**src/rtl/uart_tx_scheduler_if.sv**
```systemverilog
// Bus bundle for uart_tx_scheduler: requester handshake plus transmitter
// control. The scheduler connects through the slave modport; whatever drives
// the requests and models the transmitter uses the master modport.
interface uart_tx_scheduler_if #(
  parameter int NUM_REQ = 4
);
  logic                    enable_i;
  logic [NUM_REQ-1:0]      req_i;
  logic [32*NUM_REQ-1:0]   req_data_i;
  logic                    tx_done_i;
  logic [NUM_REQ-1:0]      ack_o;
  logic                    err_o;
  logic                    busy_o;
  logic [2:0]              grant_idx_o;
  logic                    start_tx_o;
  logic [31:0]             tx_data_o;

  modport slave (
    input  enable_i, req_i, req_data_i, tx_done_i,
    output ack_o, err_o, busy_o, grant_idx_o, start_tx_o, tx_data_o
  );

  modport master (
    output enable_i, req_i, req_data_i, tx_done_i,
    input  ack_o, err_o, busy_o, grant_idx_o, start_tx_o, tx_data_o
  );
endinterface

```
**src/rtl/uart_tx_scheduler.sv**
```systemverilog
// uart_tx_scheduler: round-robin arbiter in front of a single UART transmitter.
// IDLE -> START (one-cycle start pulse) -> WAIT_DONE -> ACK (one-cycle ack) -> IDLE.
// Optional watchdog: define UART_TX_TIMEOUT_EN to bound WAIT_DONE to
// TIMEOUT_CYCLES cycles; a timed-out transfer still acks, with err_o set.
// All outputs come from registers or from the state register.
module uart_tx_scheduler #(
  parameter int NUM_REQ        = 4,
  parameter int TIMEOUT_CYCLES = 65535
) (
  input logic             clk,
  input logic             reset_n,
  uart_tx_scheduler_if.slave bus
);

  // Elaboration-time sanity check on the configuration.
  if (NUM_REQ < 2 || NUM_REQ > 8 || TIMEOUT_CYCLES < 1) begin : g_bad_cfg
    $error("uart_tx_scheduler: NUM_REQ must be 2..8 and TIMEOUT_CYCLES >= 1");
  end

  typedef enum logic [1:0] {IDLE, START, WAIT_DONE, ACK} state_e;

  state_e             state_q;
  logic [2:0]         grant_q;     // current/last granted requester
  logic [2:0]         last_q;      // round-robin pointer, updated only in ACK
  logic [NUM_REQ-1:0] ack_q;
  logic               start_q;
  logic [31:0]        data_q;

`ifdef UART_TX_TIMEOUT_EN
  localparam int CNT_W = $clog2(TIMEOUT_CYCLES + 1);
  logic [CNT_W-1:0] cnt_q;
  logic             err_q;
`endif

  logic [2:0] win_idx;
  logic       win_vld;
  int         cand;

  // Round-robin pick: scan from last_q+1 upward (with wrap); the lowest
  // offset with a request wins, so iterate far-to-near and let later hits override.
  always_comb begin
    win_idx = '0;
    win_vld = 1'b0;
    cand    = 0;
    for (int i = NUM_REQ; i >= 1; i--) begin
      cand = int'(last_q) + i;
      if (cand >= NUM_REQ) cand = cand - NUM_REQ;
      if (bus.req_i[cand]) begin
        win_idx = 3'(cand);
        win_vld = 1'b1;
      end
    end
  end

  // Scheduler FSM with registered start/ack/err pulses and latched grant data.
  always_ff @(posedge clk or negedge reset_n) begin
    if (!reset_n) begin
      state_q <= IDLE;
      grant_q <= '0;
      last_q  <= 3'(NUM_REQ - 1);
      ack_q   <= '0;
      start_q <= 1'b0;
      data_q  <= '0;
`ifdef UART_TX_TIMEOUT_EN
      cnt_q   <= '0;
      err_q   <= 1'b0;
`endif
    end else begin
      start_q <= 1'b0;
      ack_q   <= '0;
`ifdef UART_TX_TIMEOUT_EN
      err_q   <= 1'b0;
`endif
      case (state_q)
        IDLE: begin
          if (bus.enable_i && win_vld) begin
            grant_q <= win_idx;
            data_q  <= bus.req_data_i[32*win_idx +: 32];
            start_q <= 1'b1;
            state_q <= START;
          end
        end
        START: begin
          // tx_done_i is deliberately not looked at here.
          state_q <= WAIT_DONE;
`ifdef UART_TX_TIMEOUT_EN
          cnt_q   <= '0;
`endif
        end
        WAIT_DONE: begin
          if (bus.tx_done_i) begin
            ack_q   <= NUM_REQ'(1) << grant_q;
            state_q <= ACK;
          end
`ifdef UART_TX_TIMEOUT_EN
          // cnt_q counts completed WAIT_DONE cycles; the limit cycle is the last one.
          else if (cnt_q == CNT_W'(TIMEOUT_CYCLES - 1)) begin
            ack_q   <= NUM_REQ'(1) << grant_q;
            err_q   <= 1'b1;
            state_q <= ACK;
          end else begin
            cnt_q   <= cnt_q + 1'b1;
          end
`endif
        end
        ACK: begin
          last_q  <= grant_q;
          state_q <= IDLE;
        end
        default: state_q <= IDLE;
      endcase
    end
  end

  assign bus.ack_o       = ack_q;
  assign bus.busy_o      = (state_q != IDLE);
  assign bus.grant_idx_o = grant_q;
  assign bus.start_tx_o  = start_q;
  assign bus.tx_data_o   = data_q;
`ifdef UART_TX_TIMEOUT_EN
  assign bus.err_o       = err_q;
`else
  assign bus.err_o       = 1'b0;
`endif

endmodule

```
**src/flat_wrapper.sv**
```systemverilog
// flat-port wrapper written by rule: the top's interface ports become plain ports
module uart_tx_scheduler_flat 
#(
  parameter int NUM_REQ        = 4,
  parameter int TIMEOUT_CYCLES = 65535
)
  (clk, reset_n, bus_enable_i, bus_req_i, bus_req_data_i, bus_tx_done_i, bus_ack_o, bus_err_o, bus_busy_o, bus_grant_idx_o, bus_start_tx_o, bus_tx_data_o);
  uart_tx_scheduler_if #(.NUM_REQ(NUM_REQ)) bus_i ();
  input logic clk;
  input logic reset_n;
  input wire logic [$bits(bus_i.enable_i)-1:0] bus_enable_i;
  input wire logic [$bits(bus_i.req_i)-1:0] bus_req_i;
  input wire logic [$bits(bus_i.req_data_i)-1:0] bus_req_data_i;
  input wire logic [$bits(bus_i.tx_done_i)-1:0] bus_tx_done_i;
  output wire logic [$bits(bus_i.ack_o)-1:0] bus_ack_o;
  output wire logic [$bits(bus_i.err_o)-1:0] bus_err_o;
  output wire logic [$bits(bus_i.busy_o)-1:0] bus_busy_o;
  output wire logic [$bits(bus_i.grant_idx_o)-1:0] bus_grant_idx_o;
  output wire logic [$bits(bus_i.start_tx_o)-1:0] bus_start_tx_o;
  output wire logic [$bits(bus_i.tx_data_o)-1:0] bus_tx_data_o;
  assign bus_i.enable_i = bus_enable_i;
  assign bus_i.req_i = bus_req_i;
  assign bus_i.req_data_i = bus_req_data_i;
  assign bus_i.tx_done_i = bus_tx_done_i;
  assign bus_ack_o = bus_i.ack_o;
  assign bus_err_o = bus_i.err_o;
  assign bus_busy_o = bus_i.busy_o;
  assign bus_grant_idx_o = bus_i.grant_idx_o;
  assign bus_start_tx_o = bus_i.start_tx_o;
  assign bus_tx_data_o = bus_i.tx_data_o;
  uart_tx_scheduler #(.NUM_REQ(NUM_REQ), .TIMEOUT_CYCLES(TIMEOUT_CYCLES)) u_core (.clk(clk), .reset_n(reset_n), .bus(bus_i));
endmodule
```
**config.mk**
```make
export PLATFORM = sky130hd
export DESIGN_NAME = uart_tx_scheduler_flat
export DESIGN_NICKNAME = d
export VERILOG_FILES = /design/src/rtl/uart_tx_scheduler_if.sv /design/src/rtl/uart_tx_scheduler.sv /design/src/flat_wrapper.sv
export SDC_FILE = /design/constraint.sdc
export NUM_CORES = 1
export LEC_CHECK = 0
export BUFFER_PORTS_ARGS = -buffer_cell sky130_fd_sc_hd__buf_2
export CORE_MARGIN = 1
export CORE_UTILIZATION = 50
export CTS_CLUSTER_SIZE = 40
export DETAILED_ROUTE_END_ITERATION = 7
export PLACE_DENSITY = 0.82
export SLEW_MARGIN = 20
export SYNTH_ARGS = -nofsm -noshare
export SYNTH_HDL_FRONTEND = slang
export SYNTH_SLANG_ARGS = --single-unit
```
**constraint.sdc**
```tcl
create_clock -name clk -period 4.65 [get_ports clk]
set_input_delay 0.2325 -clock clk [delete_from_list [all_inputs] [get_ports clk]]
set_output_delay 0.2325 -clock clk [all_outputs]
set_load 0.01 [all_outputs]
```
* After elaboration in Yosys (flattened, before gate mapping)
Cells that the tools add are included.
Widths: inputs -> output; s select.
** Cells by class
- $add $sub $neg :: 8
- Multipliers :: 0
- Div/mod/pow operators :: 0
- Magnitude comparators :: 8
- Eq/ne operators :: 5
- Shifts and indexed selects :: 2
- Multiplexer cells :: 31
- Bitwise operators :: 0
- Reductions and logical operators :: 5
** Operators by type and width (count)
- $ge 32x4->1 const B :: 4
- $lt 32x4->1 const B :: 4
- $mux 32 :: 4
- $shiftx 128x9->32 :: 1
- $sub 32x4->32 const B :: 4
- $mux 1 :: 14
- $mux 3 :: 4
- $add 3x2->4 const B :: 2
- $bmux 1 s2 :: 4
- $mux 4 :: 2
- $pmux 2 s4 :: 1
- $add 3x1->4 const B :: 1
- $add 3x3->4 const B :: 1
- $eq 2x2->1 const B :: 2
- $mux 2 :: 2
- $reduce_and 2->1 :: 2
- $shl 1x3->4 const A :: 1
- $eq 2x1->1 const B :: 1
- $logic_not 2->1 :: 1
- $ne 2x1->1 const B :: 1
- $ne 2x2->1 const B :: 1
- $reduce_bool 2->1 :: 1
- $logic_and 1x1->1 :: 1
** Storage, ports and cells
- Register bits :: 45
- Latch bits :: 0
- RAM bits :: 0
- Bits in read-only memories :: 0
- Bits of input ports :: 136
- Output and inout port bits :: 42
- Logic and storage cells :: 65
- Memories :: 0

* Depth between registers and ports, before layout
Gate-level depths: netlist of run 1.
- Depth after elaboration :: 13
- Gate-level depth with buffers :: 13
- Depth with buffers taken out :: 8

* Worst setup path before layout of run 1
Ideal clock, no wire load.
- Path kind :: flip-flop to flip-flop
- From :: register u_core.last_q[0]
- To :: register u_core.data_q[19] (netlist: u_core.bus.tx_data_o[19])
- Setup time :: 0.134 ns
- Arrival :: 2.701 ns
- Data required time :: 4.516 ns
- Path slack :: 1.815 ns
- Stages on the path, launching flop included :: 14
- Buffers on the path :: 5
- Period minus slack after synthesis :: 2.835 ns
- Path through :: dfstp_2 > inv_1 > buf_6 > buf_6 > ha_1 > clkbuf_8 > mux2i_2 > a221oi_2 > or2_0 > buf_2 > clkbuf_2 > or3_1 > o311ai_1 > a22oi_1
** Between the ends
- Longest elaborated chain between the ends :: 12
- Elaborated cells between the ends (all ways) :: 39
- Those cells by class :: add/sub: 8; order compare: 4; shift: 1; mux: 24; reduce/logical: 2
** RTL lines
- from (decl) :: line uart_tx_scheduler.sv:24 : logic [2:0] last_q;
- from (signal assigned) :: line uart_tx_scheduler.sv:60 : last_q <= 3'(NUM_REQ - 1);
- from (signal assigned) :: line uart_tx_scheduler.sv:107 : last_q <= grant_q;
- branches (longest 12 deep; another with $sub 32x4->32)
- to (signal assigned) :: line uart_tx_scheduler.sv:78 : data_q <= bus.req_data_i[32*win_idx +: 32];
- to (decl) :: line uart_tx_scheduler.sv:27 : logic [31:0] data_q;
Several ways; the timed one is not identified. The select of a mux whose other input is x is not followed.
A chain may end at the register's enable or synchronous reset.

* Final worst setup path of run 1
- From :: register u_core.last_q[0]
- To :: register u_core.data_q[30] (netlist: u_core.bus.tx_data_o[30])
The elaborated chain is that of the path after synthesis.

==> flow_summary.toml, run 1 <==
[finish]
area_delta_synth_final_pct = 23.6
layout.cells.most_common = "buf_2"
diodes = 0
layout_common_cells = "175 x buf_2, 73 x nand2_1, 62 x a22oi_1"
final_layout_size_suffix_gt1_frac = 0.412
layout.nets = 746

[clock_network]
cts_max_path_buffers = 2
numCtsBuffers = 5
clkTransAtPathRegs_ns = 0.09
clock-root-buffer = "clkbuf_8"
htreeDepth = 2
cts_tree = "yes"
cts_sinks = 45
postCtsSetupBuffers = 0
clk-insertion-delay-late_ns = 0.31

[synth]
synth.cell_area_mm2 = 0.00385
async_flop_share = 1.00
synth_edf_count = 0
syn_avg_cell_area_um2 = 8.34
ys_ff_latch = 45
synth_ff_type = "dfrtp_1"
yosysWarnings = 0
synth_cell_types = 50
yosysSeqAreaShare = 0.293
synth_nets = 604
synthCells = 462

[grt]
globalRouteOverflowTotal = 0
grt_antenna_before_repair = 0
grt_first_pass_wirelength_um = 20400
grt_pass1_vias = 4267
grt_use_total = 0.308
grt_max_degree = 59

[floorplan]
die_x_um = 89.8
core-area_mm2 = 0.00733
die_h_um = 89.8
ios = 178
core.rowCount = 31
start_util = 0.526
dieArea_mm2 = 0.00806

[hold_path]
holdCritStartpoint = "bus_tx_done_i"
hold_depth = 3
hold_end = "u_core.bus.ack_o[3]"
hp-class = "input port to flop"

[route]
drt-total-wl_um = 12900
first_pass_iters = 6
ant_nets = 0
num_vias = 4479
wl_per_cell_um = 18.3
route.detailed.vias_per_inst = 6.36
drc_errors = 0
drtIter0Drc = 335

[flow_run]
drv_cap = 0

[worst_setup_path]
reg2reg_from = "u_core.last_q[0]"
cpPeakStageDelay_ns = 0.68
cp-start-kind = "flop"
r2r_setup_slack_ns = 0.98
cp_max_fo = 18
cp_slowest_cell = "dfstp_2"
critPathTopFamily = "compound AO/OA/AOI/OAI gates"
reg2reg_depth = 9
cp.required_ns = 4.87
reg2reg_to = "u_core.bus.tx_data_o[30]"
startpoint = "u_core.last_q[0]"
arrival_ns = 3.89
worstPathCellList = "inv_1, ha_1, mux2i_2, a221oi_4, or2_1, buf_4, or3_1, o311ai_1, a22oi_1"
worstSetupEndpointType = "flop"
crit_buf_inv = 2
worstSetupPathType = "flop to flop"

[power_and_ir_drop]
vdd_drop_max_mv = 0.348
leakagePower_uw = 0.00240
p_int_uw = 1460
finalPower_uw = 2930
power_switching_uw = 1470
swShare = 0.502
seqPwrFrac = 0.220
pwr-share-comb = 0.684
power.density_mw_per_mm2 = 616
clock_power_share = 0.096

[timing]
worst_pin_slew_ns = 0.989
relSlewSlack = 0.341
hold_ws_ns = 0.204
hold_viol_final = 0
slew_viol_final = 0
fin_setup_tns_ns = 0
setup_viol = 0
period_minus_slack_ns = 3.67
clock_skew_ns = 0.0141
rsz0062_at_grt = "no"
min_period_over_period = 0.789
max_freq_mhz = 273

[placement]
portBuffers = 176
hpwl_um = 8990
routabilityCongestion = 0.849

[status]
status = "finished clean"
[worst reg2reg max path, cell delays in order (launching register included)]
cell and delay (ns):
dfstp_2 0.68, inv_1 0.11, ha_1 0.45, mux2i_2 0.26
a221oi_4 0.67, or2_1 0.61, buf_4 0.32, or3_1 0.16
o311ai_1 0.12, a22oi_1 0.22
[power by group through the flow]
stage	registers [uW]	logic, uW	clock network (uW)
2_1_floorplan	666	1490	0
3_3_place_gp	641	1920	0
3_5_place_dp	651	1980	0
6_report	644	2010	282
5_1_grt	660	2200	296
4_1_cts	643	1990	281
[how the worst max path moves through the flow]
stage                                     to  slack, ns  cells past startpoint
finish              u_core.bus.tx_data_o[30]       0.98                      9
global route        u_core.bus.tx_data_o[25]       0.73                      9
detailed placement  u_core.bus.tx_data_o[30]       1.04                      9
global placement    u_core.bus.tx_data_o[30]       1.12                      9
CTS                 u_core.bus.tx_data_o[30]       1.01                      9
floorplan           u_core.bus.tx_data_o[19]       1.81                     13
[Yosys cell counts, drive strengths merged, types with 2 or more instances]
library cell	instances	area share
nor3	2	0.0026
o311ai	31	0.070
inv	8	0.0078
clkbuf	31	0.039
mux2	7	0.021
nand2	75	0.074
a211oi	3	0.0058
a21boi	2	0.0039
dfstp	2	0.014
a31o	31	0.070
nor2	10	0.0097
and3	31	0.051
o21ai	6	0.0078
buf	19	0.042
or3	31	0.050
a22oi	62	0.12
dfrtp	43	0.28
nand4	2	0.0032
ha	6	0.019
or2	2	0.0032
a21oi	36	0.047
mux2i	4	0.011
[stage by stage]
step                setup WS [ns]   util  instance area [um^2]  cells
global route                0.730  0.650                  4760    704
global placement             1.12  0.634                  4650    695
CTS                          1.01  0.648                  4750    703
finish                      0.982  0.650                  4760    704
floorplan                    1.81      -                  3850    462
detailed placement           1.04  0.634                  4650    695
[kinds of logic (layout without fill, tap and decap cells)]
group	count (synthesis)	count (layout)	share of synthesized area
AO/OA/AOI/OAI	180	180	0.353
AND/OR/NAND/NOR	157	157	0.200
buffers and inverters	61	204	0.0948
flip-flops	45	45	0.293
multiplexers	12	12	0.0386
adder cells (fa/ha/maj)	6	6	0.0195
other	1	1	0.000973
[flip-flops by register name, summed over array words and instances (netlist names)]
name                    cells
u_core.state_q              2
u_core.last_q               3
u_core.bus.start_tx_o       1
u_core.bus.tx_data_o       32
u_core.bus.grant_idx_o      3
u_core.bus.ack_o            4
[layer usage]
| metal | up-vias | GRT usage | wire (um) |
|---|---|---|---|
| met2 | 271 | 0.531 | 6310 |
| met5 | - | 0 | 0 |
| met4 | 0 | 0.0970 | 224 |
| met3 | 22 | 0.0821 | 1270 |
| li1 | 2057 | - | - |
| met1 | 2129 | 0.374 | 5060 |
[repair_timing]
| action | in CTS | in global routing |
|---|---|---|
| hold buffers | 0 | 1 |
| endpoints found under the hold margin | 0 | 43 |
| resized for setup | 0 | 0 |
| endpoints found under the setup margin | 0 | 0 |
[area by class of cell]
cell class                 count  area, um^2
clock inverter                 1        5.00
inverter                       9        35.0
multi-input combinational    356        2410
clock buffer                   7        96.3
fill                         668        2570
tap                           99         124
sequential                    45        1130
timing repair buffer         187         968
Power figures use the tool's default switching activity.
==> run 2, diff against run 1 <==
ABC_AREA = 1   (was unset)
CORE_UTILIZATION = 40   (was 50)
PLACE_DENSITY = 0.74   (was 0.82)
clock period = 3.2 ns   (was 4.65 ns; I/O delays follow)
==> flow_summary.toml, run 2 <==
[status]
status = "finished clean"

[clock_network]
postCtsSetupBuffers = 0
cts_max_path_buffers = 2
numCtsBuffers = 5
hold_buffers = 0
cts.repair.resized = 0
clock-root-buffer = "clkbuf_8"
cts_sinks = 45
clkTransAtPathRegs_ns = 0.08
cts_tree = "yes"
clk-insertion-delay-late_ns = 0.29
htreeDepth = 2

[power_and_ir_drop]
leakagePower_uw = 0.00235
finalPower_uw = 4910
vdd_drop_max_mv = 0.954
power.density_mw_per_mm2 = 1190

[grt]
grt_antenna_before_repair = 0
globalRouteOverflowTotal = 0
grt_pass1_vias = 3613
use_met1 = 0.300
grt_busiest_layer = "met2"
grt_first_pass_wirelength_um = 16500
met2_usage = 0.438
grt_use_total = 0.246
grt_max_degree = 66
grt_use_met3 = 0.0522

[finish]
largest_reg_flops = 32
layout.nets = 769
diodes = 0
fillers = 763
instances_no_fill = 727
final_layout_size_suffix_gt1_frac = 0.320
layout.cells.most_common = "buf_2"
layout_common_cells = "175 x buf_2, 170 x nand3_1, 162 x nand2_1"
design_area_mm2 = 0.00411
area_delta_synth_final_pct = 31.4

[synth]
synthCells = 469
synth_edf_count = 0
syn_avg_cell_area_um2 = 6.67
synth_top_area_cell = "dfrtp_1"
async_flop_share = 1.00
synth_most_common_cell = "nand3_1"
synth_cell_types = 23
synth.cell_area_mm2 = 0.00313
ys_ff_latch = 45
synth_ff_type = "dfrtp_1"
yosysWarnings = 0
yosysSeqAreaShare = 0.361
synth_area_leaders = "dfrtp_1 34%, nand3_1 27%, nand2_1 20%"
synth_top_area_share = 0.344
synth_common_cells = "170 x nand3_1, 165 x nand2_1, 43 x dfrtp_1"
synth_nets = 611

[placement]
hpwl_um = 7230
portBuffers = 176
routabilityCongestion = 1.05
dp.cells = 718
dpl-instance-area_mm2 = 0.00401

[worst_setup_path]
reg2reg_depth = 13
reg2reg_from = "u_core.last_q[0]"
cp_max_fo = 22
reg2reg_to = "u_core.bus.tx_data_o[3]"
cp.required_ns = 3.43
worstSetupPathType = "flop to flop"
worstSetupEndpointType = "flop"
arrival_ns = 2.87
cp-start-kind = "flop"
r2r_setup_slack_ns = 0.56

[floorplan]
core.rowCount = 31
start_util = 0.422
die_x_um = 90.4
core-area_mm2 = 0.00741
ios = 178
die_h_um = 90.4
dieArea_mm2 = 0.00818

[timing]
period_minus_slack_ns = 2.64
hold_ws_ns = 0.176
relSlewSlack = 0.323
slew_viol_final = 0
fin_setup_tns_ns = 0
setup_viol = 0
max_freq_mhz = 379
worst_pin_slew_ns = 1.01
rsz0062_at_grt = "no"
hold_viol_final = 0
min_period_over_period = 0.825
clock_skew_ns = 0.00561

[route]
drc_errors = 0
ant_nets = 0
num_vias = 3765
drtIter0Drc = 150
first_pass_iters = 5
route.detailed.vias_per_inst = 5.18
drt-total-wl_um = 9880
wl_per_cell_um = 13.6

[hold_path]
hp-class = "input port to flop"
hold_end = "u_core.bus.ack_o[1]"
hold_depth = 3
holdCritStartpoint = "bus_tx_done_i"

[flow_run]
drv_cap = 0
run 2: changes by cell type after synthesis, sizes merged, moves of 31 or more:
cell	previous run	this run
and3	31	0
or3	31	0
nand2	75	167
a21oi	36	4
nand3	1	170
a22oi	62	0
a31o	31	0
o311ai	31	0
run 2: area by class of cell:
cell class,instances,area [um^2],area share
Sequential cell,45,1130,0.274
Tap cell,99,124,0.0301
Inverter,21,78.8,0.0192
Multi-Input combinational cell,369,1710,0.416
Clock buffer,8,90.1,0.0219
Timing Repair Buffer,185,978,0.238
run 2: per-stage QoR:
step	setup slack (ns)	utilization
6_report	0.560	0.555
5_1_grt	0.333	0.555
4_1_cts	0.586	0.553
3_5_place_dp	0.601	0.541
3_3_place_gp	0.787	0.541
2_1_floorplan	1.10	-
run 2: critical path: stages, from the launching register on:
cell and delay, ns:
dfstp_2 0.60, inv_2 0.11, ha_1 0.36, inv_1 0.08, nand3_1 0.08, nand2_1 0.10
nand2_1 0.11, o21ai_0 0.09, nand2_1 0.07, nand2_1 0.09, a21oi_4 0.33, buf_4 0.34
nand3_1 0.12, nand2_1 0.07
run 2: where the power goes:
group	internal [uW]	switching, uW
registers	827	159
logic	1230	2330
clock network	176	187
total	2230	2680
run 2: worst max path at each step:
stage,from,to
floorplan,u_core.last_q[0],u_core.bus.tx_data_o[10]
global placement,u_core.last_q[0],u_core.bus.tx_data_o[1]
detailed placement,u_core.last_q[0],u_core.bus.tx_data_o[3]
CTS,u_core.last_q[0],u_core.bus.tx_data_o[3]
global route,u_core.last_q[0],u_core.bus.tx_data_o[29]
finish,u_core.last_q[0],u_core.bus.tx_data_o[3]
run 2: logic make-up (layout without fill, tap and decap cells):
group,after synthesis,after routing,synth area share
DFF,45,45,0.361
and+or+nand+nor,350,350,0.496
buffers and inverters,55,214,0.0968
adders and majority gates,6,6,0.0240
AOI/OAI and AO/OA,12,12,0.0212
other,1,1,0.00120
run 2: metal layers:
layer,up-vias,share of wire
met5,-,0
met4,0,0.0099
met3,8,0.077
met2,166,0.49
met1,1726,0.42
li1,1865,-
